==> config.mk <==
export PLATFORM = sky130hd
export DESIGN_NAME = seq_detect_param_flat
export DESIGN_NICKNAME = d
export VERILOG_FILES = /design/src/rtl/seq_detect_param_if.sv /design/src/rtl/seq_detect_param.sv /design/src/flat_wrapper.sv
export SDC_FILE = /design/constraint.sdc
export NUM_CORES = 1
export LEC_CHECK = 0
export CORE_UTILIZATION = 43
export CTS_BUF_LIST = sky130_fd_sc_hd__clkbuf_16
export DETAILED_ROUTE_END_ITERATION = 6
export GPL_TIMING_DRIVEN = 1
export PLACE_DENSITY_LB_ADDON = 0.12
export SLEW_MARGIN = 20
export SYNTH_ARGS = -nofsm -noshare
export SYNTH_HDL_FRONTEND = slang
export SYNTH_SLANG_ARGS = --single-unit
==> constraint.sdc <==
create_clock -name clk -period 2.2 [get_ports clk]
set_clock_uncertainty 0.15 [all_clocks]
set_input_delay 0.22 -clock clk [delete_from_list [all_inputs] [get_ports clk]]
set_output_delay 0.22 -clock clk [all_outputs]
set_load 0.02 [all_outputs]
==> src/rtl/seq_detect_param_if.sv <==
// Bit-stream and match-status bundle for seq_detect_param.
// The master drives the stream and controls; the slave (detector) returns the status.
interface seq_detect_param_if #(
  parameter int unsigned CNT_W = 4
);
  logic             in_valid;
  logic             in;
  logic             overlap;
  logic             clr_cnt;
  logic             out;
  logic [CNT_W-1:0] counter;
  logic             cnt_sat;

  modport master (
    output in_valid, in, overlap, clr_cnt,
    input  out, counter, cnt_sat
  );

  modport slave (
    input  in_valid, in, overlap, clr_cnt,
    output out, counter, cnt_sat
  );
endinterface

==> src/rtl/seq_detect_param.sv <==
// Parametrised serial pattern detector with match counter and overlap select.
// Optional feature: define SEQ_DET_SAT_EN for a saturating counter with sticky cnt_sat.
module seq_detect_param #(
  parameter int unsigned          PAT_LEN = 4,
  parameter logic [PAT_LEN-1:0]   PATTERN = 4'b1011,
  parameter int unsigned          CNT_W   = 4
) (
  input  logic              clk,
  input  logic              rst,
  seq_detect_param_if.slave bus
);

  localparam int unsigned FILL_W = $clog2(PAT_LEN + 1);
  localparam logic [FILL_W-1:0] FILL_FULL = FILL_W'(PAT_LEN);

  logic [PAT_LEN-1:0] hist_q, hist_d;
  logic [FILL_W-1:0]  fill_q, fill_d;
  logic               out_q, out_d;
  logic [CNT_W-1:0]   cnt_q, cnt_d;

  logic [PAT_LEN-1:0] shifted_c;
  logic [FILL_W-1:0]  fill_inc_c;
  logic               match_c;

  // Candidate history/fill as if the current bit is accepted.
  always_comb begin
    shifted_c  = {hist_q[PAT_LEN-2:0], bus.in};
    fill_inc_c = (fill_q == FILL_FULL) ? FILL_FULL : fill_q + FILL_W'(1);
    match_c    = bus.in_valid && (fill_inc_c == FILL_FULL) && (shifted_c == PATTERN);
  end

  // History, fill and match-pulse next state.
  always_comb begin
    hist_d = hist_q;
    fill_d = fill_q;
    out_d  = match_c;
    if (bus.in_valid) begin
      hist_d = shifted_c;
      fill_d = (match_c && !bus.overlap) ? '0 : fill_inc_c;
    end
  end

  always_ff @(posedge clk or negedge rst) begin
    if (!rst) begin
      hist_q <= '0;
      fill_q <= '0;
      out_q  <= 1'b0;
      cnt_q  <= '0;
    end else begin
      hist_q <= hist_d;
      fill_q <= fill_d;
      out_q  <= out_d;
      cnt_q  <= cnt_d;
    end
  end

`ifdef SEQ_DET_SAT_EN
  localparam logic [CNT_W-1:0] CNT_MAX = '1;

  logic sat_q, sat_d;

  // Saturating counter; the match that would overflow sets the sticky flag instead.
  always_comb begin
    cnt_d = cnt_q;
    sat_d = sat_q;
    if (bus.clr_cnt) begin
      cnt_d = '0;
      sat_d = 1'b0;
    end else if (match_c) begin
      if (cnt_q == CNT_MAX) begin
        sat_d = 1'b1;
      end else begin
        cnt_d = cnt_q + CNT_W'(1);
      end
    end
  end

  always_ff @(posedge clk or negedge rst) begin
    if (!rst) begin
      sat_q <= 1'b0;
    end else begin
      sat_q <= sat_d;
    end
  end

  assign bus.cnt_sat = sat_q;
`else
  // Wrapping counter; clear wins over a simultaneous match.
  always_comb begin
    cnt_d = cnt_q;
    if (bus.clr_cnt) begin
      cnt_d = '0;
    end else if (match_c) begin
      cnt_d = cnt_q + CNT_W'(1);
    end
  end

  assign bus.cnt_sat = 1'b0;
`endif

  assign bus.out     = out_q;
  assign bus.counter = cnt_q;

endmodule
==> src/flat_wrapper.sv <==
// flat-port wrapper written by rule: the top's interface ports become plain ports
module seq_detect_param_flat 
#(
  parameter int unsigned          PAT_LEN = 4,
  parameter logic [PAT_LEN-1:0]   PATTERN = 4'b1011,
  parameter int unsigned          CNT_W   = 4
)
  (clk, rst, bus_in_valid, bus_in, bus_overlap, bus_clr_cnt, bus_out, bus_counter, bus_cnt_sat);
  seq_detect_param_if #(.CNT_W(CNT_W)) bus_i ();
  input  logic clk;
  input  logic rst;
  input wire logic [$bits(bus_i.in_valid)-1:0] bus_in_valid;
  input wire logic [$bits(bus_i.in)-1:0] bus_in;
  input wire logic [$bits(bus_i.overlap)-1:0] bus_overlap;
  input wire logic [$bits(bus_i.clr_cnt)-1:0] bus_clr_cnt;
  output wire logic [$bits(bus_i.out)-1:0] bus_out;
  output wire logic [$bits(bus_i.counter)-1:0] bus_counter;
  output wire logic [$bits(bus_i.cnt_sat)-1:0] bus_cnt_sat;
  assign bus_i.in_valid = bus_in_valid;
  assign bus_i.in = bus_in;
  assign bus_i.overlap = bus_overlap;
  assign bus_i.clr_cnt = bus_clr_cnt;
  assign bus_out = bus_i.out;
  assign bus_counter = bus_i.counter;
  assign bus_cnt_sat = bus_i.cnt_sat;
  seq_detect_param #(.PAT_LEN(PAT_LEN), .PATTERN(PATTERN), .CNT_W(CNT_W)) u_core (.clk(clk), .rst(rst), .bus(bus_i));
endmodule
# Word-level counts from Yosys, hierarchy flattened
# Cells that the tools add are included.
# op_classes
n_reduce_logical,5
mux,4
n_eq_ne,3
n_addsub,2
# ops
op,n
$mux W4,2
$eq A3 B3 Y1 const B,2
$mux W3,2
$add A4 B1 Y4 const B,1
$eq A4 B4 Y1 const B,1
$add A3 B1 Y3 const B,1
$logic_and A1 B1 Y1,3
$reduce_bool A2 Y1,1
$logic_not A1 Y1,1
# totals
regBits,11
in_bits,6
output_inout_bits,6

# Depth between registers and ports, before layout
# Gate-level depths: netlist of the first run.
# logic_depth
word_depth,7
depth_mapped,6

# Least setup slack after synthesis of the first run
# Ideal clock, no wire load.
# synth_timing
path_type,register -> register
startpoint,reg u_core.fill_q[0]
endpoint,"reg u_core.cnt_q[3], in the netlist u_core.bus.counter[3]"
path_buffers,0
stages_incl_launch_ff,7
synth_period_minus_slack_ns,2.114
setup_slack_ns,0.086
setup_ns,0.077
t_arrival_ns,1.887
path_cell_list,dfrtp_1 -> inv_1 -> ha_1 -> nand2b_4 -> or3_4 -> or4_1 -> a21oi_1
# synth_between
elab_chain_cells,6
elab_cells_between_ends,7
cone_classes,1 x add/sub; 2 x eq/ne; 1 x mux; 3 x reduce/logical
# synth_lines
element,line,rtl
"start, declared",seq_detect_param.sv:17,"logic [FILL_W-1:0] fill_q, fill_d;"
"start signal, assigned",seq_detect_param.sv:51,fill_q <= fill_d;
$add A3 B1 Y3 or $eq A3 B3 Y1 (tied branches),seq_detect_param.sv:28,fill_inc_c = (fill_q == FILL_FULL) ? FILL_FULL : fill_q + FILL_W'(1);
$mux W3 *,seq_detect_param.sv:28,
$eq A3 B3 Y1 *,seq_detect_param.sv:29,match_c = bus.in_valid && (fill_inc_c == FILL_FULL) && (shifted_c == PATTERN);
$logic_and A1 B1 Y1 * (2 in a row),seq_detect_param.sv:29,
$reduce_bool A2 Y1 (no line) *,-,
"end signal, assigned",seq_detect_param.sv:53,cnt_q <= cnt_d;
"end, declared",seq_detect_param.sv:19,"logic [CNT_W-1:0] cnt_q, cnt_d;"
# Every way passes the cells marked *; elsewhere a longest branch is shown, timed or not.
# A chain may end at the register's enable or synchronous reset.

# Worst setup path after layout of the first run
# layout_timing
startpoint,reg u_core.fill_q[0]
endpoint,"reg u_core.cnt_q[0], in the netlist u_core.bus.counter[0]"
# Same word-level chain as after synthesis.

==> results of run 1 <==
## worst max path at each step
stage / start / end / slack (ns)
3_5_place_dp: u_core.fill_q[0]$_DFFE_PN0P_ / u_core.bus.counter[0]$_DFFE_PN0P_ / 0.02
5_1_grt: u_core.fill_q[0]$_DFFE_PN0P_ / u_core.bus.counter[3]$_DFFE_PN0P_ / -0.008
4_1_cts: u_core.fill_q[0]$_DFFE_PN0P_ / u_core.bus.counter[0]$_DFFE_PN0P_ / 0.007
2_1_floorplan: u_core.fill_q[0]$_DFFE_PN0P_ / u_core.bus.counter[3]$_DFFE_PN0P_ / 0.09
3_3_place_gp: u_core.fill_q[0]$_DFFE_PN0P_ / u_core.bus.counter[3]$_DFFE_PN0P_ / 0.08
6_report: u_core.fill_q[0]$_DFFE_PN0P_ / u_core.bus.counter[0]$_DFFE_PN0P_ / 0.05
## power groups by stage
| stage | clock network (mW) | logic (mW) | registers (mW) |
|---|---|---|---|
| global placement | 0 | 0.234 | 0.276 |
| finish | 0.322 | 0.269 | 0.274 |
| floorplan | 0 | 0.188 | 0.271 |
| global route | 0.340 | 0.301 | 0.279 |
| detailed placement | 0 | 0.238 | 0.276 |
| CTS | 0.328 | 0.240 | 0.273 |
## flip-flops by register name, indices dropped and copies added, names as in the netlist
| register | count |
|---|---|
| u_core.hist_q | 3 |
| u_core.bus.counter | 4 |
| u_core.fill_q | 3 |
| u_core.bus.out | 1 |
## synth_stat cells (all sizes together)
library cell / n
o21ai: 4
buf: 2
nand3: 3
a21oi: 4
conb: 1
inv: 5
a31oi: 2
a311oi: 1
or3: 2
mux2i: 1
dfrtp: 11
nor2: 2
ha: 3
or4: 1
a31o: 2
nor3: 1
nand2b: 3
mux2: 3
o31ai: 1
nand2: 5
## timing repair
action	CTS	global route
gates resized for setup	0	3
setup endpoints to repair	0	2
buffers inserted	0	2
## stage by stage
| stage | hold slack, ns | power [mW] | setup TNS, ns | utilization, % | instance area [µm²] |
|---|---|---|---|---|---|
| 2_1_floorplan | -0.226 | 0.459 | 0 | - | 582 |
| 3_3_place_gp | 0.351 | 0.509 | 0 | 58.6 | 696 |
| 3_5_place_dp | 0.347 | 0.514 | 0 | 58.6 | 696 |
| 4_1_cts | 0.188 | 0.841 | 0 | 65.3 | 774 |
| 5_1_grt | 0.224 | 0.920 | -0.0132 | 67.2 | 797 |
| 6_report | 0.168 | 0.865 | 0 | 67.2 | 797 |
## area by class of cell
type	count	area, µm²
well taps	14	17.5
clock buffers	3	75.1
repair buffers	14	130
inverters	5	18.8
clock inverters	1	3.75
multi-input cells	39	277
fillers	111	389
flip-flops and latches	11	275
## layer usage
metal  GRT usage, %  part of all wire [%]
met2           27.1                    46
met5              0                     0
met1           19.2                    46
met3           8.67                   6.9
met4           7.76                   1.7
## worst reg2reg max path: stages (launching register included)
cell      delay (ns)
dfrtp_1         0.38
inv_2           0.06
ha_1            0.30
nand2b_4        0.15
or3_4           0.37
buf_4           0.15
or3_1           0.35
a21oi_2         0.15
## cell families (layout without fill, tap and decap cells)
group           count (synthesis)  count (layout)  share of synthesized area [%]
simple gates                   17              17                           16.8
fa+ha+maj                       3               3                           6.45
compound gates                 14              14                           14.8
buf+inv                         7              23                           6.45
flops                          11              11                           47.3
mux                             4               4                           7.53
other cells                     1               1                          0.645
==> run_results.csv, run 1 <==
group,metric,value,unit
setup_path,cp.required,2.21,ns
floorplanning,ioPinCount,12,
placed_design,io_buffer_count,10,
setup_path,regToRegStartpoint,"u_core.fill_q[0]$_DFFE_PN0P_",
floorplanning,start_util,49.1,%
clock_network,htree_levels,1,
synth,synth_cell_types,24,
route,ant_nets,0,
sta,slew_violations,0,
synth,synth_area_leader_cell,"dfrtp_1",
setup_path,critical_path_depth,7,
placed_design,dp.cells,81,
synth,syn-num-nets,66,
flow_run,cap_violations,0,
setup_path,r2r_end,"u_core.bus.counter[0]$_DFFE_PN0P_",
global_route,grt.overflow.total,0,
setup_path,reg2reg_depth,7,
clock_network,clock_latency,0.24,ns
setup_path,critPathTopFamily,"simple AND/OR/NAND/NOR gates",
power,power_leakage,0.359,nW
route,first_pass_iters,4,
layout,final_common_cell,"dfrtp_1",
global_route,grt_usage,17.2,%
sta,hold_viol_final,0,
route,vias_per_cell,5.18,
clock_network,cts_tree,"done",
layout,syn2layout_area_growth,37.0,%
placed_design,detailedPlace.worstSlack,0.0174,ns
power,p_sw,0.251,mW
layout,layout-drive-gt1-share,23.3,%
route,drt_iter0_markers,12,
sta,finalSetupViolations,0,
setup_path,path_max_fanout,5,
setup_path,crit_chain,"inv_2 > ha_1 > nand2b_4 > or3_4 > buf_4 > or3_1 > a21oi_2",
route,wl,1030,µm
synth,synth_area_per_cell,10.2,µm²
clock_network,clockBufferDepth,2,
floorplanning,die_area,0.00150,mm²
sta,final.setup.worst_slack,0.0526,ns
power,combPwrFrac,31.1,%
route,wl_per_cell,11.8,µm
clock_network,cts.sinks,11,
clock_network,cts-buffers-inserted,3,
placed_design,hpwl,715,µm
hold_path,hp-class,"in -> async",
layout,final_cell_mix,"11 x dfrtp_1, 10 x clkdlybuf4s50_1, 5 x inv_1, 5 x nand2_1, 4 x buf_4",
setup_path,cp-start-kind,"register",
synth,synth_area_leaders,"dfrtp_1 47%, ha_1 6.5%, mux2_2 5.8%",
global_route,antenna_found_initial,0,
floorplanning,coreArea,0.00119,mm²
sta,fin_crit_sh,97.6,%
power,clockPowerShare,37.3,%
synth,ys_warn_count,0,
power,peakVddDrop,0.780,mV
outcome,outcome,"finished clean",
layout,instances_no_fill,87,
synth,postSynthCellCount,57,
floorplanning,die_y,38.8,µm
clock_network,clockRootBuffer,"clkbuf_16",
global_route,grt_pass1_vias,402,
global_route,grt_pass1_wl,1640,µm
synth,synth_area,582,µm²
clock_network,path_clk_slew,0.04,ns
power,p_sw_share,29.0,%
setup_path,end_kind,"register",
sta,max_freq,0.466,GHz
global_route,grt_max_degree,12,
floorplanning,rows,12,
setup_path,max_stage_delay,0.38,ns
clock_network,holdBufCountCts,0,
setup_path,arrival,2.16,ns
power,p_int,0.614,mW
power,power_density,1080,mW/mm²
layout,antenna_cells,0,
setup_path,cp_slowest_cell,"dfrtp_1",
placed_design,routabilityCongestion,0.754,
power,p_seq_share,31.7,%
setup_path,critPathKind,"reg -> reg",
route,route.detailed.drc,0,
setup_path,worst-path-buf-inv,2,
synth,synth-seq-cells,11,
sta,min_period,2.15,ns
setup_path,reg2reg_slack,0.05,ns
synth,synth_top_area_share,47.3,%
route,vias,451,
synth,synth-seq-area-share,47.3,%
layout,nets,83,
floorplanning,die_x,38.8,µm
Note: power is estimated with default switching activity, not from simulation.
==> run 2: changes to the inputs <==
- CORE_UTILIZATION: 43 -> 30
==> run 2 against run 1 <==
Effect of this change: setup slack improved by 0.046 ns; die area up 41%; wire length increased by 0.88%; sequential power barely moved; clock power is 2% higher; via count decreased by 1.3%; flip-flop and latch count did not move; critical path type unchanged; worst hold slack better by 0.0069 ns; count of clock-buffer cells in the layout did not move; non-clock buffer count decreased by 2; register-to-register slack better by 0.05 ns.
==> run_results.csv, run 2 (synthesized netlist as in run 1, its figures left out) <==
group,metric,value,unit
layout,nets,81,
sta,worst_pin_slew,0.509,ns
layout,ff_latch_area,275,µm²
outcome,outcome,"finished clean",
route,drt_iter0_markers,5,
floorplanning,ioPinCount,12,
sta,hold_viol_final,0,
floorplanning,die_y,46.0,µm
clock_network,holdBufCountCts,0,
setup_path,cp.required,2.21,ns
clock_network,clock_latency,0.24,ns
sta,setup_tns,0,ns
power,power_leakage,0.350,nW
floorplanning,start_util,33.0,%
sta,relSlewSlack,65.9,%
sta,finalSetupViolations,0,
route,vias_per_cell,4.64,
layout,multi_input_area,282,µm²
global_route,grt_pass1_vias,384,
clock_network,cts.sinks,11,
global_route,grt_pass1_wl,1720,µm
setup_path,regToRegStartpoint,"u_core.fill_q[1]$_DFFE_PN0P_",
global_route,grt_max_degree,12,
setup_path,end_kind,"register",
layout,final_common_cell,"dfrtp_1",
layout,antenna_cells,0,
clock_network,htree_levels,1,
placed_design,io_buffer_count,10,
layout,syn2layout_area_growth,37.6,%
power,power_density,1090,mW/mm²
setup_path,cp-start-kind,"register",
setup_path,crit_path_start,"u_core.fill_q[1]$_DFFE_PN0P_",
floorplanning,coreArea,0.00176,mm²
power,p_total,0.870,mW
route,vias,445,
setup_path,critPathKind,"reg -> reg",
route,wl,1040,µm
power,peakVddDrop,0.472,mV
clock_network,path_clk_slew,0.04,ns
clock_network,cts-buffers-inserted,3,
setup_path,arrival,2.11,ns
sta,rsz0062_at_grt,"false",
flow_run,cap_violations,0,
layout,layout-drive-gt1-share,19.7,%
layout,layout.filler_cells,196,
sta,min_period,2.10,ns
floorplanning,rows,15,
layout,largest_reg_flops,4,
global_route,grt_usage,12.1,%
route,first_pass_iters,4,
setup_path,path_max_fanout,6,
clock_network,cts_tree,"done",
hold_path,hp-class,"in -> async",
clock_network,clockRootBuffer,"clkbuf_16",
sta,fin_crit_sh,95.5,%
route,ant_nets,0,
floorplanning,die_x,46.0,µm
route,wl_per_cell,10.8,µm
placed_design,routabilityCongestion,0.699,
layout,final_cell_mix,"11 x dfrtp_1, 10 x clkdlybuf4s50_1, 5 x inv_1, 5 x nand2_1, 4 x a21oi_1",
global_route,grt.overflow.total,0,
placed_design,hpwl,778,µm
floorplanning,die_area,0.00212,mm²
global_route,antenna_found_initial,0,
route,route.detailed.drc,0,
sta,slew_violations,0,
sta,max_freq,0.476,GHz
clock_network,clockBufferDepth,2,
setup_path,reg2reg_depth,6,
## run 2: changes by cell type in the layout (fill, tap and decap cells not counted)
cell / delta
ha_4: +1
a21oi_2: -2
buf_4: -2
ha_1: -1
a21oi_1: +2
## run 2: final cells by class
class | instances | area share, %
Inverter | 5 | 2.34
Multi-Input combinational cell | 39 | 35.2
Sequential cell | 11 | 34.4
Tap cell | 25 | 3.91
Timing Repair Buffer | 12 | 14.4
Clock inverter | 1 | 0.469
Clock buffer | 3 | 9.38
## run 2: path summary, 6_finish.rpt
check                      slack (ns)                           endpoint
max                               0.1  u_core.bus.counter[3]$_DFFE_PN0P_
min                              0.17       u_core.fill_q[0]$_DFFE_PN0P_
max reg2reg                       0.1  u_core.bus.counter[3]$_DFFE_PN0P_
min reg2reg                      0.35       u_core.hist_q[2]$_DFFE_PN0P_
max in group asynchronous        1.38  u_core.bus.counter[1]$_DFFE_PN0P_
min in group clk                 0.35       u_core.hist_q[2]$_DFFE_PN0P_
## run 2: routing by layer
metal / share of wire, % / track usage (%) / up-vias
met5: 0 / 0 / -
met4: 0.96 / 5.29 / 0
met3: 5.9 / 5.95 / 2
met2: 45 / 17.2 / 11
met1: 48 / 15.3 / 203
li1: - / - / 229
## run 2: where the power goes
| part | internal [mW] | total (mW) | switching [mW] |
|---|---|---|---|
| registers | 0.241 | 0.271 | 0.0301 |
| clock network | 0.239 | 0.328 | 0.0895 |
| logic | 0.137 | 0.271 | 0.134 |
## run 2: worst max-delay path, cell delays in order (launching register included)
cell and delay (ns):
dfrtp_1 0.38, inv_1 0.10, ha_4 0.21, nand2b_4 0.13, or3_4 0.41, or4_1 0.50
a21oi_1 0.15
## run 2: repair_timing
item                                    in CTS  in global routing
endpoints found under the setup margin       0                  1
setup buffers                                0                  0
gates resized for setup                      0                  2
## run 2: through the flow
stage                     hold slack [ns]  utilization (%)  setup slack [ns]  std cells  cell area (µm²)
after floorplan                    -0.226                -            0.0858         57              582
after CTS                           0.204             44.7            0.0621         96              788
final                               0.175             45.4            0.0990         96              801
after global placement              0.352             40.2            0.0923         92              709
after detailed placement            0.351             40.2            0.0773         92              709
after global routing                0.238             45.4            0.0143         96              801
